==> src/rtl/rotor_position_startup_sequencer_pkg.sv <==
// Shared types and constants for the rotor-position start-up sequencer.
// Holds the sequencer state encoding, the fault codes and a hall-code helper.
// The optional hall-stall supervisor is enabled by the HALL_STALL_DETECT_EN macro.
package rotor_position_startup_sequencer_pkg;

    typedef enum logic [2:0] {
        SEQ_IDLE       = 3'd0,
        SEQ_HALL_CHECK = 3'd1,
        SEQ_FORECAST   = 3'd2,
        SEQ_WAIT_TRIG  = 3'd3,
        SEQ_RUN        = 3'd4,
        SEQ_FAULT      = 3'd5
    } seq_state_t;

    localparam logic [1:0] FAULT_NONE  = 2'd0;
    localparam logic [1:0] FAULT_HALL  = 2'd1;
    localparam logic [1:0] FAULT_TRIG  = 2'd2;
    localparam logic [1:0] FAULT_STALL = 2'd3;

    // 000 and 111 cannot occur on a healthy 120-degree hall set.
    function automatic logic hall_code_invalid(input logic [2:0] code);
        return (code == 3'b000) || (code == 3'b111);
    endfunction

endpackage

==> src/rtl/rotor_position_startup_sequencer_if.sv <==
// Command / status bundle between the motor command logic and the sequencer.
// master: command side (drives start/stop/clear, halls, trig strobe).
// slave : sequencer side (drives enables, busy, fault status, hall code).
interface rotor_position_startup_sequencer_if;
    logic       motor_start_in;
    logic       motor_stop_in;
    logic       fault_clear_in;
    logic       hall_u_in;
    logic       hall_v_in;
    logic       hall_w_in;
    logic       trig_valid_in;
    logic       phase_forecast_enable_out;
    logic       current_loop_enable_out;
    logic       sequencer_busy_out;
    logic       fault_out;
    logic [1:0] fault_code_out;
    logic [2:0] hall_code_out;

    modport master (
        output motor_start_in, motor_stop_in, fault_clear_in,
        output hall_u_in, hall_v_in, hall_w_in, trig_valid_in,
        input  phase_forecast_enable_out, current_loop_enable_out,
        input  sequencer_busy_out, fault_out, fault_code_out, hall_code_out
    );

    modport slave (
        input  motor_start_in, motor_stop_in, fault_clear_in,
        input  hall_u_in, hall_v_in, hall_w_in, trig_valid_in,
        output phase_forecast_enable_out, current_loop_enable_out,
        output sequencer_busy_out, fault_out, fault_code_out, hall_code_out
    );
endinterface

==> src/rtl/rotor_position_startup_sequencer_hall_code_qualifier.sv <==
// Hall code qualifier: 2-FF synchronizer, settle counter, stable/invalid
// flags and a synchronized-edge pulse.
// Ports: sys_clk, reset_n (async low), clear (sync counter/code clear),
//        hall_raw[2:0] {u,v,w} async in, hall_code (registered stable code),
//        stable, invalid, hall_edge (synchronized code changes next edge).
module hall_code_qualifier
    import rotor_position_startup_sequencer_pkg::*;
#(
    parameter int SETTLE_CYCLES = 1000
) (
    input  logic       sys_clk,
    input  logic       reset_n,
    input  logic       clear,
    input  logic [2:0] hall_raw,
    output logic [2:0] hall_code,
    output logic       stable,
    output logic       invalid,
    output logic       hall_edge
);
    // Counter must be able to hold SETTLE_CYCLES itself since it saturates there.
    localparam int CW = $clog2(SETTLE_CYCLES + 1);

    logic [2:0]    sync1, sync2;
    logic [CW-1:0] settle_cnt;

    always_ff @(posedge sys_clk or negedge reset_n) begin
        if (!reset_n) begin
            sync1      <= '0;
            sync2      <= '0;
            settle_cnt <= '0;
            hall_code  <= '0;
        end else begin
            sync1 <= hall_raw;
            sync2 <= sync1;
            if (clear || hall_edge)
                settle_cnt <= '0;
            else if (!stable)
                settle_cnt <= settle_cnt + 1'b1;
            if (clear)
                hall_code <= '0;
            else if (stable)
                hall_code <= sync2;
        end
    end

    assign hall_edge = (sync1 != sync2);
    assign stable    = (settle_cnt == CW'(SETTLE_CYCLES));
    assign invalid   = stable && hall_code_invalid(sync2);

endmodule

==> src/rtl/rotor_position_startup_sequencer.sv <==
// Rotor-position start-up sequencer: qualifies halls, opens the forecast
// window, waits for the sin/cos valid strobe, then releases the current loop.
// Supervises hall validity and trig liveness in RUN and latches a fault code.
// Ports: sys_clk, reset_n (async low), bus (slave modport of
//        rotor_position_startup_sequencer_if).
// Macro HALL_STALL_DETECT_EN: adds a RUN-state hall stall timeout (code 3).
module rotor_position_startup_sequencer
    import rotor_position_startup_sequencer_pkg::*;
#(
    parameter int SETTLE_CYCLES   = 1000,
    parameter int FORECAST_CYCLES = 20000,
    parameter int TRIG_TIMEOUT    = 4096,
    parameter int STALL_TIMEOUT   = 10_000_000
) (
    input logic sys_clk,
    input logic reset_n,
    rotor_position_startup_sequencer_if.slave bus
);
    localparam int FW = $clog2(FORECAST_CYCLES);
    localparam int TW = $clog2(TRIG_TIMEOUT);

    seq_state_t    state, state_next;
    logic [1:0]    fault_code, fault_next;
    logic [FW-1:0] fc_cnt;
    logic [TW-1:0] trig_cnt;
    logic [2:0]    hall_code;
    logic          q_stable, q_invalid, hall_edge;
    logic          fc_done, trig_expired;
    logic          pf_q, cle_q, busy_q, fault_q;

    hall_code_qualifier #(.SETTLE_CYCLES(SETTLE_CYCLES)) u_qual (
        .sys_clk   (sys_clk),
        .reset_n   (reset_n),
        .clear     ((state == SEQ_FAULT) && bus.fault_clear_in),
        .hall_raw  ({bus.hall_u_in, bus.hall_v_in, bus.hall_w_in}),
        .hall_code (hall_code),
        .stable    (q_stable),
        .invalid   (q_invalid),
        .hall_edge (hall_edge)
    );

    assign fc_done      = (fc_cnt == FW'(FORECAST_CYCLES - 1));
    // Expiry: the counter has already seen TRIG_TIMEOUT-1 empty cycles and
    // this one carries no strobe either.
    assign trig_expired = !bus.trig_valid_in && (trig_cnt == TW'(TRIG_TIMEOUT - 1));

`ifdef HALL_STALL_DETECT_EN
    localparam int SW = $clog2(STALL_TIMEOUT);
    logic [SW-1:0] stall_cnt;
    logic          stall_expired;
    assign stall_expired = !hall_edge && (stall_cnt == SW'(STALL_TIMEOUT - 1));

    always_ff @(posedge sys_clk or negedge reset_n) begin
        if (!reset_n)
            stall_cnt <= '0;
        else if (state == SEQ_RUN && state_next == SEQ_RUN && !hall_edge)
            stall_cnt <= stall_cnt + 1'b1;
        else
            stall_cnt <= '0;
    end
`else
    localparam int unused_stall_timeout = STALL_TIMEOUT;
    logic unused_hall_edge;
    assign unused_hall_edge = hall_edge;
`endif

    always_comb begin
        state_next = state;
        fault_next = fault_code;
        case (state)
            SEQ_IDLE:
                if (bus.motor_start_in && !bus.motor_stop_in) state_next = SEQ_HALL_CHECK;
            SEQ_HALL_CHECK:
                if (q_invalid) begin
                    state_next = SEQ_FAULT;
                    fault_next = FAULT_HALL;
                end else if (bus.motor_stop_in)
                    state_next = SEQ_IDLE;
                else if (q_stable)
                    state_next = SEQ_FORECAST;
            SEQ_FORECAST:
                if (bus.motor_stop_in)  state_next = SEQ_IDLE;
                else if (fc_done)       state_next = SEQ_WAIT_TRIG;
            SEQ_WAIT_TRIG:
                if (trig_expired) begin
                    state_next = SEQ_FAULT;
                    fault_next = FAULT_TRIG;
                end else if (bus.motor_stop_in)
                    state_next = SEQ_IDLE;
                else if (bus.trig_valid_in)
                    state_next = SEQ_RUN;
            SEQ_RUN:
                if (trig_expired) begin
                    state_next = SEQ_FAULT;
                    fault_next = FAULT_TRIG;
                end else if (q_invalid) begin
                    state_next = SEQ_FAULT;
                    fault_next = FAULT_HALL;
`ifdef HALL_STALL_DETECT_EN
                end else if (stall_expired) begin
                    state_next = SEQ_FAULT;
                    fault_next = FAULT_STALL;
`endif
                end else if (bus.motor_stop_in)
                    state_next = SEQ_IDLE;
            SEQ_FAULT:
                if (bus.fault_clear_in) begin
                    state_next = SEQ_IDLE;
                    fault_next = FAULT_NONE;
                end
            default:
                state_next = SEQ_IDLE;
        endcase
    end

    // Counters only advance while the state is held; any transition reloads
    // them, so they never wrap and fault-clear leaves them at zero.
    always_ff @(posedge sys_clk or negedge reset_n) begin
        if (!reset_n) begin
            state      <= SEQ_IDLE;
            fault_code <= FAULT_NONE;
            fc_cnt     <= '0;
            trig_cnt   <= '0;
            pf_q       <= 1'b0;
            cle_q      <= 1'b0;
            busy_q     <= 1'b0;
            fault_q    <= 1'b0;
        end else begin
            state      <= state_next;
            fault_code <= fault_next;
            fc_cnt     <= (state == SEQ_FORECAST && state_next == SEQ_FORECAST)
                          ? fc_cnt + 1'b1 : '0;
            trig_cnt   <= ((state == SEQ_WAIT_TRIG || state == SEQ_RUN) &&
                           state_next == state && !bus.trig_valid_in)
                          ? trig_cnt + 1'b1 : '0;
            // Outputs track the state being entered so they change on that edge.
            pf_q       <= (state_next == SEQ_FORECAST);
            cle_q      <= (state_next == SEQ_RUN);
            busy_q     <= (state_next == SEQ_HALL_CHECK) || (state_next == SEQ_FORECAST) ||
                          (state_next == SEQ_WAIT_TRIG);
            fault_q    <= (state_next == SEQ_FAULT);
        end
    end

    assign bus.phase_forecast_enable_out = pf_q;
    assign bus.current_loop_enable_out   = cle_q;
    assign bus.sequencer_busy_out        = busy_q;
    assign bus.fault_out                 = fault_q;
    assign bus.fault_code_out            = fault_code;
    assign bus.hall_code_out             = hall_code;

endmodule
==> src/flat_wrapper.sv <==
// flat-port wrapper written by rule: the top's interface ports become plain ports
module rotor_position_startup_sequencer_flat import rotor_position_startup_sequencer_pkg::*;
#(
    parameter int SETTLE_CYCLES   = 1000,
    parameter int FORECAST_CYCLES = 20000,
    parameter int TRIG_TIMEOUT    = 4096,
    parameter int STALL_TIMEOUT   = 10_000_000
)
  (sys_clk, reset_n, bus_motor_start_in, bus_motor_stop_in, bus_fault_clear_in, bus_hall_u_in, bus_hall_v_in, bus_hall_w_in, bus_trig_valid_in, bus_phase_forecast_enable_out, bus_current_loop_enable_out, bus_sequencer_busy_out, bus_fault_out, bus_fault_code_out, bus_hall_code_out);
  rotor_position_startup_sequencer_if bus_i ();
  input logic sys_clk;
  input logic reset_n;
  input wire logic [$bits(bus_i.motor_start_in)-1:0] bus_motor_start_in;
  input wire logic [$bits(bus_i.motor_stop_in)-1:0] bus_motor_stop_in;
  input wire logic [$bits(bus_i.fault_clear_in)-1:0] bus_fault_clear_in;
  input wire logic [$bits(bus_i.hall_u_in)-1:0] bus_hall_u_in;
  input wire logic [$bits(bus_i.hall_v_in)-1:0] bus_hall_v_in;
  input wire logic [$bits(bus_i.hall_w_in)-1:0] bus_hall_w_in;
  input wire logic [$bits(bus_i.trig_valid_in)-1:0] bus_trig_valid_in;
  output wire logic [$bits(bus_i.phase_forecast_enable_out)-1:0] bus_phase_forecast_enable_out;
  output wire logic [$bits(bus_i.current_loop_enable_out)-1:0] bus_current_loop_enable_out;
  output wire logic [$bits(bus_i.sequencer_busy_out)-1:0] bus_sequencer_busy_out;
  output wire logic [$bits(bus_i.fault_out)-1:0] bus_fault_out;
  output wire logic [$bits(bus_i.fault_code_out)-1:0] bus_fault_code_out;
  output wire logic [$bits(bus_i.hall_code_out)-1:0] bus_hall_code_out;
  assign bus_i.motor_start_in = bus_motor_start_in;
  assign bus_i.motor_stop_in = bus_motor_stop_in;
  assign bus_i.fault_clear_in = bus_fault_clear_in;
  assign bus_i.hall_u_in = bus_hall_u_in;
  assign bus_i.hall_v_in = bus_hall_v_in;
  assign bus_i.hall_w_in = bus_hall_w_in;
  assign bus_i.trig_valid_in = bus_trig_valid_in;
  assign bus_phase_forecast_enable_out = bus_i.phase_forecast_enable_out;
  assign bus_current_loop_enable_out = bus_i.current_loop_enable_out;
  assign bus_sequencer_busy_out = bus_i.sequencer_busy_out;
  assign bus_fault_out = bus_i.fault_out;
  assign bus_fault_code_out = bus_i.fault_code_out;
  assign bus_hall_code_out = bus_i.hall_code_out;
  rotor_position_startup_sequencer #(.SETTLE_CYCLES(SETTLE_CYCLES), .FORECAST_CYCLES(FORECAST_CYCLES), .TRIG_TIMEOUT(TRIG_TIMEOUT), .STALL_TIMEOUT(STALL_TIMEOUT)) u_core (.sys_clk(sys_clk), .reset_n(reset_n), .bus(bus_i));
endmodule
==> config.mk <==
export PLATFORM = sky130hd
export DESIGN_NAME = rotor_position_startup_sequencer_flat
export DESIGN_NICKNAME = d
export VERILOG_FILES = /design/src/rtl/rotor_position_startup_sequencer_pkg.sv /design/src/rtl/rotor_position_startup_sequencer_if.sv /design/src/rtl/rotor_position_startup_sequencer_hall_code_qualifier.sv /design/src/rtl/rotor_position_startup_sequencer.sv /design/src/flat_wrapper.sv
export SDC_FILE = /design/constraint.sdc
export NUM_CORES = 1
export LEC_CHECK = 0
export ABC_AREA = 1
export CORE_ASPECT_RATIO = 0.8
export CORE_MARGIN = 4
export CORE_UTILIZATION = 50
export DETAILED_ROUTE_END_ITERATION = 12
export DONT_BUFFER_PORTS = 1
export GPL_ROUTABILITY_DRIVEN = 0
export GPL_TIMING_DRIVEN = 0
export MAX_ROUTING_LAYER = met4
export PLACE_DENSITY = 0.66
export SLEW_MARGIN = 0
export SYNTH_ARGS = -nofsm -noshare
export SYNTH_HDL_FRONTEND = slang
export SYNTH_SLANG_ARGS = --single-unit
==> constraint.sdc <==
create_clock -name sys_clk -period 1.7 [get_ports sys_clk]
set_input_delay 0.51 -clock sys_clk [delete_from_list [all_inputs] [get_ports sys_clk]]
set_output_delay 0.51 -clock sys_clk [all_outputs]
set_load 0.02 [all_outputs]
Yosys cells after proc, flatten, opt, wreduce, memory -nomap -nowiden. Index checks and enable logic that the tools add are counted.

Word-level logic and storage cells: 78. Output and inout port bits: 9. Register bits: 55. Bits of input ports: 9.

Reductions and logical operators: 19. Multiplexer cells: 25. Eq/ne operators: 19. $add $sub $neg: 3.

Operators by type and width (number): $mux W3 (15); $mux W10 (2); $pmux W3 S6 (1); $add A15 B1 Y15 const B (1); $eq A15 B15 Y1 const B (1); $eq A3 B3 Y1 const B (5); $mux W15 (1); $add A12 B1 Y12 const B (1); $eq A12 B12 Y1 const B (1); $eq A3 B2 Y1 const B (4); $mux W12 (1); $add A10 B1 Y10 const B (1); $eq A10 B10 Y1 const B (1); $mux W2 (4); $pmux W2 S4 (1); $logic_and A1 B1 Y1 (7); $eq A3 B1 Y1 const B (2); $logic_not A3 Y1 (2); $logic_or A1 B1 Y1 (5); $ne A2 B1 Y1 const B (2); $reduce_bool A4 Y1 (1); $eq A3 B3 Y1 (1); $ne A3 B3 Y1 (1); $reduce_and A3 Y1 (1); other kinds (3) (4).

Depth between registers and ports, before layout. Gate-level depths: netlist (run 1).

Depth after elaboration: 10. Depth in mapped cells: 15. Mapped depth without buffers: 14.

Modules after synthesis. From an unflattened synthesis (run 1), not the netlist that was laid out.

Cells, all modules: 360. Area, all modules: 3027.9 µm².

Modules (own cells, without submodules): rotor_position_startup_sequencer (cells an instance 243, times used 1, area each 2013.2 µm², seq. area each 900.9 µm²); hall_code_qualifier (cells an instance 117, times used 1, area each 1014.7 µm², seq. area each 475.5 µm²).

Worst setup path after synthesis (run 1). No wires, ideal clock.

Kind: reg2reg. From: register u_core.u_qual.settle_cnt[0]. To: register u_core.trig_cnt[9]. Setup slack: -0.027 ns. Cell stages (with the launch flop): 15. Arrival: 1.604 ns. Setup time: 0.122 ns. Buffers on the path: 1. Clock period less this slack: 1.727 ns. Required time: 1.578 ns. Cell sequence: dfrtp_1 inv_1 ha_1 nand2_1 nor2_1 nand3_2 nand2_1 nand3_2 nand4_4 nand2_1 nand2_1 inv_1 nand2_2 buf_6 nor2_2.

Cells in the longest elaborated chain, start to end: 9. Elaborated cells between the ends (all ways): 12. Those cells by class: 2 x eq/ne; 7 x mux; 3 x reduce/logical.

RTL lines: start, declared (line rotor_position_startup_sequencer_hall_code_qualifier.sv:24) `logic [CW-1:0] settle_cnt;`; start signal, assigned (line rotor_position_startup_sequencer_hall_code_qualifier.sv:38) `settle_cnt <= settle_cnt + 1'b1;`; $eq A10 B10 Y1 (*) (line rotor_position_startup_sequencer_hall_code_qualifier.sv:47) `assign stable = (settle_cnt == CW'(SETTLE_CYCLES));`; $mux W3 / $logic_and A1 B1 Y1 (equally long branches) (line rotor_position_startup_sequencer.sv:79, rotor_position_startup_sequencer_hall_code_qualifier.sv:48); $mux W3, on equally long branches (line rotor_position_startup_sequencer.sv:77, rotor_position_startup_sequencer.sv:96); $mux W3, on equally long branches (line rotor_position_startup_sequencer.sv:74, rotor_position_startup_sequencer.sv:93); $pmux W3 S6 (*) (line rotor_position_startup_sequencer.sv:70) `case (state)`; net u_core.state_next[0] (line rotor_position_startup_sequencer.sv:22) `seq_state_t state, state_next;`; $eq A3 B3 Y1 (*) (line rotor_position_startup_sequencer.sv:134) `state_next == state && !bus.trig_valid_in)`; $logic_and A1 B1 Y1 (*) (line rotor_position_startup_sequencer.sv:133) `trig_cnt <= ((state == SEQ_WAIT_TRIG || state == SEQ_RUN) &&`; $logic_and A1 B1 Y1 (*) (line rotor_position_startup_sequencer.sv:134); $mux W12 (*) (line rotor_position_startup_sequencer.sv:135) `? trig_cnt + 1'b1 : '0;`; end signal, assigned (line rotor_position_startup_sequencer.sv:133); end, declared (line rotor_position_startup_sequencer.sv:25) `logic [TW-1:0] trig_cnt;`.

Mark *: on every way through the listed nets, which the timed path passes. The rest lies on a longest branch. A chain may end at the register's enable or synchronous reset.

Worst setup path after layout (run 1).
From: register u_core.u_qual.settle_cnt[1]. To: register u_core.trig_cnt[6].

Same word-level chain as after synthesis.

==> impl_metrics.ini, run 1 <==
[worst_setup_path]
critPathArrivalTime_ns = 2.08
worstPathRequired_ns = 1.89
r2r_slack_ns = -0.18
path_buf_inv = 3
critical-path-max-stage-delay_ns = 0.41
critPathLaunchType = flip-flop
cp-startpoint = u_core.u_qual.settle_cnt[1]$_DFFE_PN0P_
worstSetupPathType = reg -> reg
r2r_cells = 14
cp.depth = 14
worstReg2RegEnd = u_core.trig_cnt[6]$_DFF_PN0_
end_kind = flip-flop
crit_end = u_core.trig_cnt[6]$_DFF_PN0_
timing.rr.start = u_core.u_qual.settle_cnt[1]$_DFFE_PN0P_
crit_slowest_cell = dfrtp_1
path_cells = inv_2 > ha_4 > nand3_2 > nor2_4 > nand3_2 > nand2_2 > nand2_4 > nand4_4 > nand2_1 > nand2_1 > inv_1 > nand2_4 > clkbuf_16 > nor2_4
cpLargestDelayFamily = simple AND/OR/NAND/NOR gates
crit_fanout = 5

[clock_network]
root_buffer = clkbuf_8
cts_tree = built
numCtsBuffers = 5
insertion_delay_ns = 0.30
htree_levels = 2
cts_sinks = 55
clk_pin_slew_worst_paths_ns = 0.09
cts_max_path_buffers = 2

[sta]
finalClockSkew_ns = 0.00409
drv_slew = 0
rsz0062_at_grt = yes
fmax_mhz = 531
whs_ns = -0.108
hold_viol_final = 55
setup_slack_ns = -0.182
period_share = 1.11
tightest_slew_ns = 0.367
slew_headroom = 0.754
finalSetupViolations = 31
fin_crit_ns = 1.88

[synthesis]
syn_avg_cell_area_um2 = 8.54
synth_area_leaders = dfrtp_1 (47%), nand2_1 (8.5%), nor2_1 (6.0%)
synth_ff_type = dfrtp_1
synth_seq_area_share = 0.467
netlist_area_mm2 = 0.00295
synth_top_area_cell = dfrtp_1
synthCells = 345
ys.warnings.count = 0
synth_edf_count = 0
ys_types = 35
synth_nets = 358
ys_ff_latch = 55
synthDominantCellAreaShare = 0.467
async_flop_share = 1.00

[routing]
drtIter0Drc = 147
dr.pass1.iters = 4
via_per_inst = 4.97
drc_errors = 0
wl_per_cell_um = 13.1
vias = 2304
drt_wl_total_um = 6090
drtAntennaViolNets = 0

[power]
p_int_mw = 1.66
power.share.clock = 0.321
powerDensity_mw_per_mm2 = 577
p_leak_nw = 1.70
p_sw_frac = 0.221
combPwrFrac = 0.051
p_sw_mw = 0.471
ir_drop_v = 0.000382
seq_power_share = 0.628

[global_routing]
gr-total-overflow = 0
grt_max_degree = 56
grt_pass1_vias = 2121
track_usage = 0.169
antenna_found_initial = 0
grt_pass1_wl_um = 9560

[placed_design]
dp_slack_ns = -0.243
port_buffers = 0
dpl_cell_area_mm2 = 0.00305
hpwl_um = 3800

[floorplanning]
dieArea_mm2 = 0.00719
die_y_um = 76.7
row_count = 24
fp.dieW_um = 93.8
ios = 18
core_mm2 = 0.00559
start_util = 0.528

[layout]
antenna_cells = 0
area_growth_pct = 25.4
drive_gt1_frac = 0.345
fin_area_mm2 = 0.00369
nets = 398

[status]
status = finished, violations left
violations = negative hold slack, negative setup slack

[worst_hold_path]
hold_path_class = in -> async

[job]
maxCapViolCount = 0
[flip-flops by register name, indices dropped and copies added, names as in the netlist, 2 cells and up]
| name | cells |
|---|---|
| u_core.fc_cnt | 15 |
| u_core.trig_cnt | 12 |
| u_core.u_qual.settle_cnt | 10 |
| u_core.state | 3 |
| u_core.u_qual.hall_code | 3 |
| u_core.u_qual.sync1 | 3 |
| u_core.u_qual.sync2 | 3 |
| u_core.bus.fault_code_out | 2 |
[power by group through the flow]
| stage | sequential [mW] | clock, mW | combinational [mW] |
|---|---|---|---|
| after floorplan | 1.36 | 0 | 0.0605 |
| after global placement | 1.36 | 0 | 0.0722 |
| after detailed placement | 1.36 | 0 | 0.0735 |
| after CTS | 1.34 | 0.720 | 0.0845 |
| after global routing | 1.34 | 0.772 | 0.120 |
| final | 1.34 | 0.684 | 0.109 |
[final cells by class]
| class | instances | area, um^2 |
|---|---|---|
| Fill cell | 448 | 1890 |
| Multi-Input combinational cell | 240 | 1600 |
| Sequential cell | 55 | 1380 |
| Timing Repair Buffer | 33 | 317 |
| Inverter | 47 | 179 |
| Tap cell | 78 | 97.6 |
| Clock buffer | 7 | 76.3 |
| Buffer | 3 | 42.5 |
| Clock inverter | 1 | 5.00 |
[worst min-delay path by stage]
| stage | end | slack (ns) | depth (start not counted) |
|---|---|---|---|
| final | u_core.u_qual.settle_cnt[7]$_DFFE_PN0P_ | -0.11 | 0 |
| after global routing | u_core.u_qual.hall_code[2]$_DFFE_PN0P_ | -0.13 | 0 |
| after detailed placement | u_core.u_qual.settle_cnt[7]$_DFFE_PN0P_ | 0.22 | 0 |
| after CTS | u_core.trig_cnt[7]$_DFF_PN0_ | -0.12 | 0 |
| after global placement | u_core.u_qual.settle_cnt[6]$_DFFE_PN0P_ | 0.22 | 0 |
| after floorplan | u_core.bus.current_loop_enable_out$_DFF_PN0_ | 0.21 | 0 |
[cell usage after synthesis (all sizes together) (2+ instances only)]
cell and number:
nor3 5, o21ai 15, ha 4, xnor2 7, nand4 6, nand3 27, a21oi 8, xor2 13
nand3b 2, dfrtp 55, nor2 75, buf 3, nand2 69, inv 47
[cells by family after synthesis]
family / Yosys count / synth area share
and+or+nand+nor: 185 / 0.325
AOI/OAI and AO/OA: 31 / 0.0603
xor gates and xnor gates: 20 / 0.0594
adders and majority gates: 4 / 0.0170
buffers and inverters: 50 / 0.0713
DFF: 55 / 0.467
[repair_timing]
action | in CTS | in global routing
setup buffers | 18 | 13
resized for setup | 20 | 51
endpoints found under the setup margin | 31 | 37
hold endpoints to repair | 55 | 55
pin swaps | 11 | 19
gates cloned | 1 | 1
[through the flow]
step                      power (mW)  utilization  TNS (ns)  cells  hold slack, ns
after floorplan                 1.42            -  -0.00656    345           0.214
after global placement          1.44        0.546     -4.73    423           0.216
after detailed placement        1.44        0.546     -5.01    423           0.216
after CTS                       2.14        0.603     -2.93    450          -0.119
after global routing            2.23        0.662     -7.83    464          -0.132
final                           2.13        0.662     -4.38    464          -0.108
[metal layers]
metal / routed length, um / vias to the layer above / track usage
met5: 0 / - / -
met4: 62 / 0 / 0.0346
met3: 304 / 8 / 0.0372
met2: 2770 / 53 / 0.247
met1: 2950 / 1076 / 0.243
li1: - / 1167 / -
[cell usage in the layout, fill, tap and decap left out, types with 2 or more instances in the layout]
master / n
a21oi_1: 8
buf_12: 2
buf_4: 26
buf_6: 5
clkbuf_1: 2
clkbuf_8: 5
dfrtp_1: 53
dfrtp_2: 2
ha_4: 2
inv_1: 35
inv_2: 11
nand2_1: 56
nand2_2: 9
nand2_4: 4
nand3_1: 17
nand3_2: 9
nand3b_1: 2
nand4_1: 4
nand4_4: 2
nor2_1: 34
nor2_2: 19
nor2_4: 22
nor3_4: 3
o21ai_0: 14
xnor2_1: 7
xor2_1: 12
(Power assumes the default switching activity.)
==> run 2: changes to the inputs <==
Settings changed: CTS_CLUSTER_SIZE set to 40, PLACE_DENSITY 0.66 to 0.68.
==> impl_metrics.ini, run 2 (synthesis results as in run 1) <==
[floorplanning]
dieArea_mm2 = 0.00719
row_count = 24
fp.dieW_um = 93.8
core_mm2 = 0.00559
die_y_um = 76.7
start_util = 0.528
ios = 18

[placed_design]
hpwl_um = 3780
port_buffers = 0
dpl_cell_area_mm2 = 0.00305
dp_slack_ns = -0.287

[power]
p_leak_nw = 1.70
power.share.clock = 0.383
ir_drop_v = 0.000445
p_int_mw = 1.84
powerDensity_mw_per_mm2 = 625
p_sw_frac = 0.213
total_power_mw = 2.34
p_sw_mw = 0.500
combPwrFrac = 0.046
seq_power_share = 0.571

[global_routing]
antenna_found_initial = 0
gr-total-overflow = 0
grt_pass1_wl_um = 10100
track_usage = 0.180
grt_pass1_vias = 2186
grt_max_degree = 56

[sta]
slew_headroom = 0.655
whs_ns = -0.112
tightest_slew_ns = 0.513
fmax_mhz = 520
fin_crit_ns = 1.92
drv_slew = 0
finalClockSkew_ns = 0.00433
hold_viol_final = 55
setup_slack_ns = -0.222
rsz0062_at_grt = yes
period_share = 1.13
finalSetupViolations = 32

[clock_network]
cts_sinks = 55
clk_pin_slew_worst_paths_ns = 0.10
cts_max_path_buffers = 2
numCtsBuffers = 5
htree_levels = 2
root_buffer = clkbuf_8
cts_tree = built
insertion_delay_ns = 0.30

[worst_setup_path]
worstPathRequired_ns = 1.94
critPathArrivalTime_ns = 2.16
crit_fanout = 5
end_kind = flip-flop
critPathLaunchType = flip-flop
path_buf_inv = 3
crit_slowest_cell = dfrtp_1
cpLargestDelayFamily = simple AND/OR/NAND/NOR gates
critical-path-max-stage-delay_ns = 0.41
worstSetupPathType = reg -> reg
path_cells = inv_2 > ha_4 > nand2_2 > nor2_2 > nand3_2 > buf_6 > nand2_2 > nand3_2 > nand3_2 > nor3_2 > nor2_2 > nand2_4 > buf_8 > nor2_2

[status]
violations = negative hold slack, negative setup slack
status = finished, violations left

[job]
maxCapViolCount = 0

[layout]
final_util = 0.671
nets = 402
regMostFlops = u_core.fc_cnt
layout_commonest_cell = nand2_1
top_regs = u_core.fc_cnt x15, u_core.trig_cnt x12, u_core.u_qual.settle_cnt x10
fin_area_mm2 = 0.00375
drive_gt1_frac = 0.354
antenna_cells = 0
largest_reg_flops = 15
final_cell_mix = nand2_1 (56), dfrtp_1 (55), nor2_1 (35)
area_growth_pct = 27.2

[routing]
vias = 2342
via_per_inst = 5.00
drc_errors = 0
drt_wl_total_um = 6350
dr.pass1.iters = 4
wl_per_cell_um = 13.6
drtIter0Drc = 126
drtAntennaViolNets = 0

[worst_hold_path]
hold_path_class = in -> async
run 2: per-layer routing:
metal	up-vias	global-route usage	routed length, um
met2	47	0.262	3020
met3	4	0.0440	381
met5	-	-	0
li1	1176	-	-
met4	0	0.0390	36
met1	1115	0.257	2910
run 2: final cells by class:
type	count	area, um^2
buffer	3	42.5
clock buffer	6	82.6
clock inverter	2	35.0
fill	456	1840
inverter	47	179
multi-input combinational	240	1600
sequential	55	1380
tap	78	97.6
timing repair buffer	37	340
run 2: worst paths after layout:
| kind | end | cells past startpoint | from | slack (ns) |
|---|---|---|---|---|
| max | u_core.trig_cnt[4]$_DFF_PN0_ | 14 | u_core.u_qual.settle_cnt[1]$_DFFE_PN0P_ | -0.22 |
| min | u_core.u_qual.settle_cnt[6]$_DFFE_PN0P_ | 0 | reset_n | -0.11 |
| max reg2reg | u_core.trig_cnt[4]$_DFF_PN0_ | 14 | u_core.u_qual.settle_cnt[1]$_DFFE_PN0P_ | -0.22 |
| min reg2reg | u_core.u_qual.sync2[0]$_DFF_PN0_ | 0 | u_core.u_qual.sync1[0]$_DFF_PN0_ | 0.40 |
| max in group asynchronous | u_core.u_qual.settle_cnt[0]$_DFFE_PN0P_ | 0 | reset_n | 1.70 |
| min in group sys_clk | u_core.u_qual.sync1[1]$_DFF_PN0_ | 0 | bus_hall_v_in | 0.23 |
run 2: through the flow:
step	std cells	setup TNS, ns	hold WS [ns]
2_1_floorplan	345	-0.00656	0.214
3_3_place_gp	423	-4.66	0.216
3_5_place_dp	423	-6.20	0.216
4_1_cts	459	-2.03	-0.122
5_1_grt	468	-8.79	-0.132
6_report	468	-5.31	-0.112
run 2: worst reg2reg max path, cell delays in order (launching register included):
cell and delay (ns):
dfrtp_1 0.41, inv_2 0.09, ha_4 0.15, nand2_2 0.05, nor2_2 0.11, nand3_2 0.14
buf_6 0.16, nand2_2 0.05, nand3_2 0.06, nand3_2 0.10, nor3_2 0.05, nor2_2 0.15
nand2_4 0.10, buf_8 0.15, nor2_2 0.08
run 2: what timing repair did:
action / 4_1_cts / 5_1_grt
setup buffers: 26 / 11
gates cloned: 2 / 0
setup endpoints to repair: 30 / 45
pin swaps: 13 / 13
endpoints found under the hold margin: 55 / 55
gates resized for setup: 40 / 33
run 2: power groups by stage:
stage                     clock (mW)  sequential [mW]  combinational, mW
final                          0.898             1.34              0.109
after floorplan                    0             1.36             0.0605
after CTS                      0.915             1.34             0.0905
after detailed placement           0             1.36             0.0729
after global routing           0.974             1.34              0.120
after global placement             0             1.36             0.0720
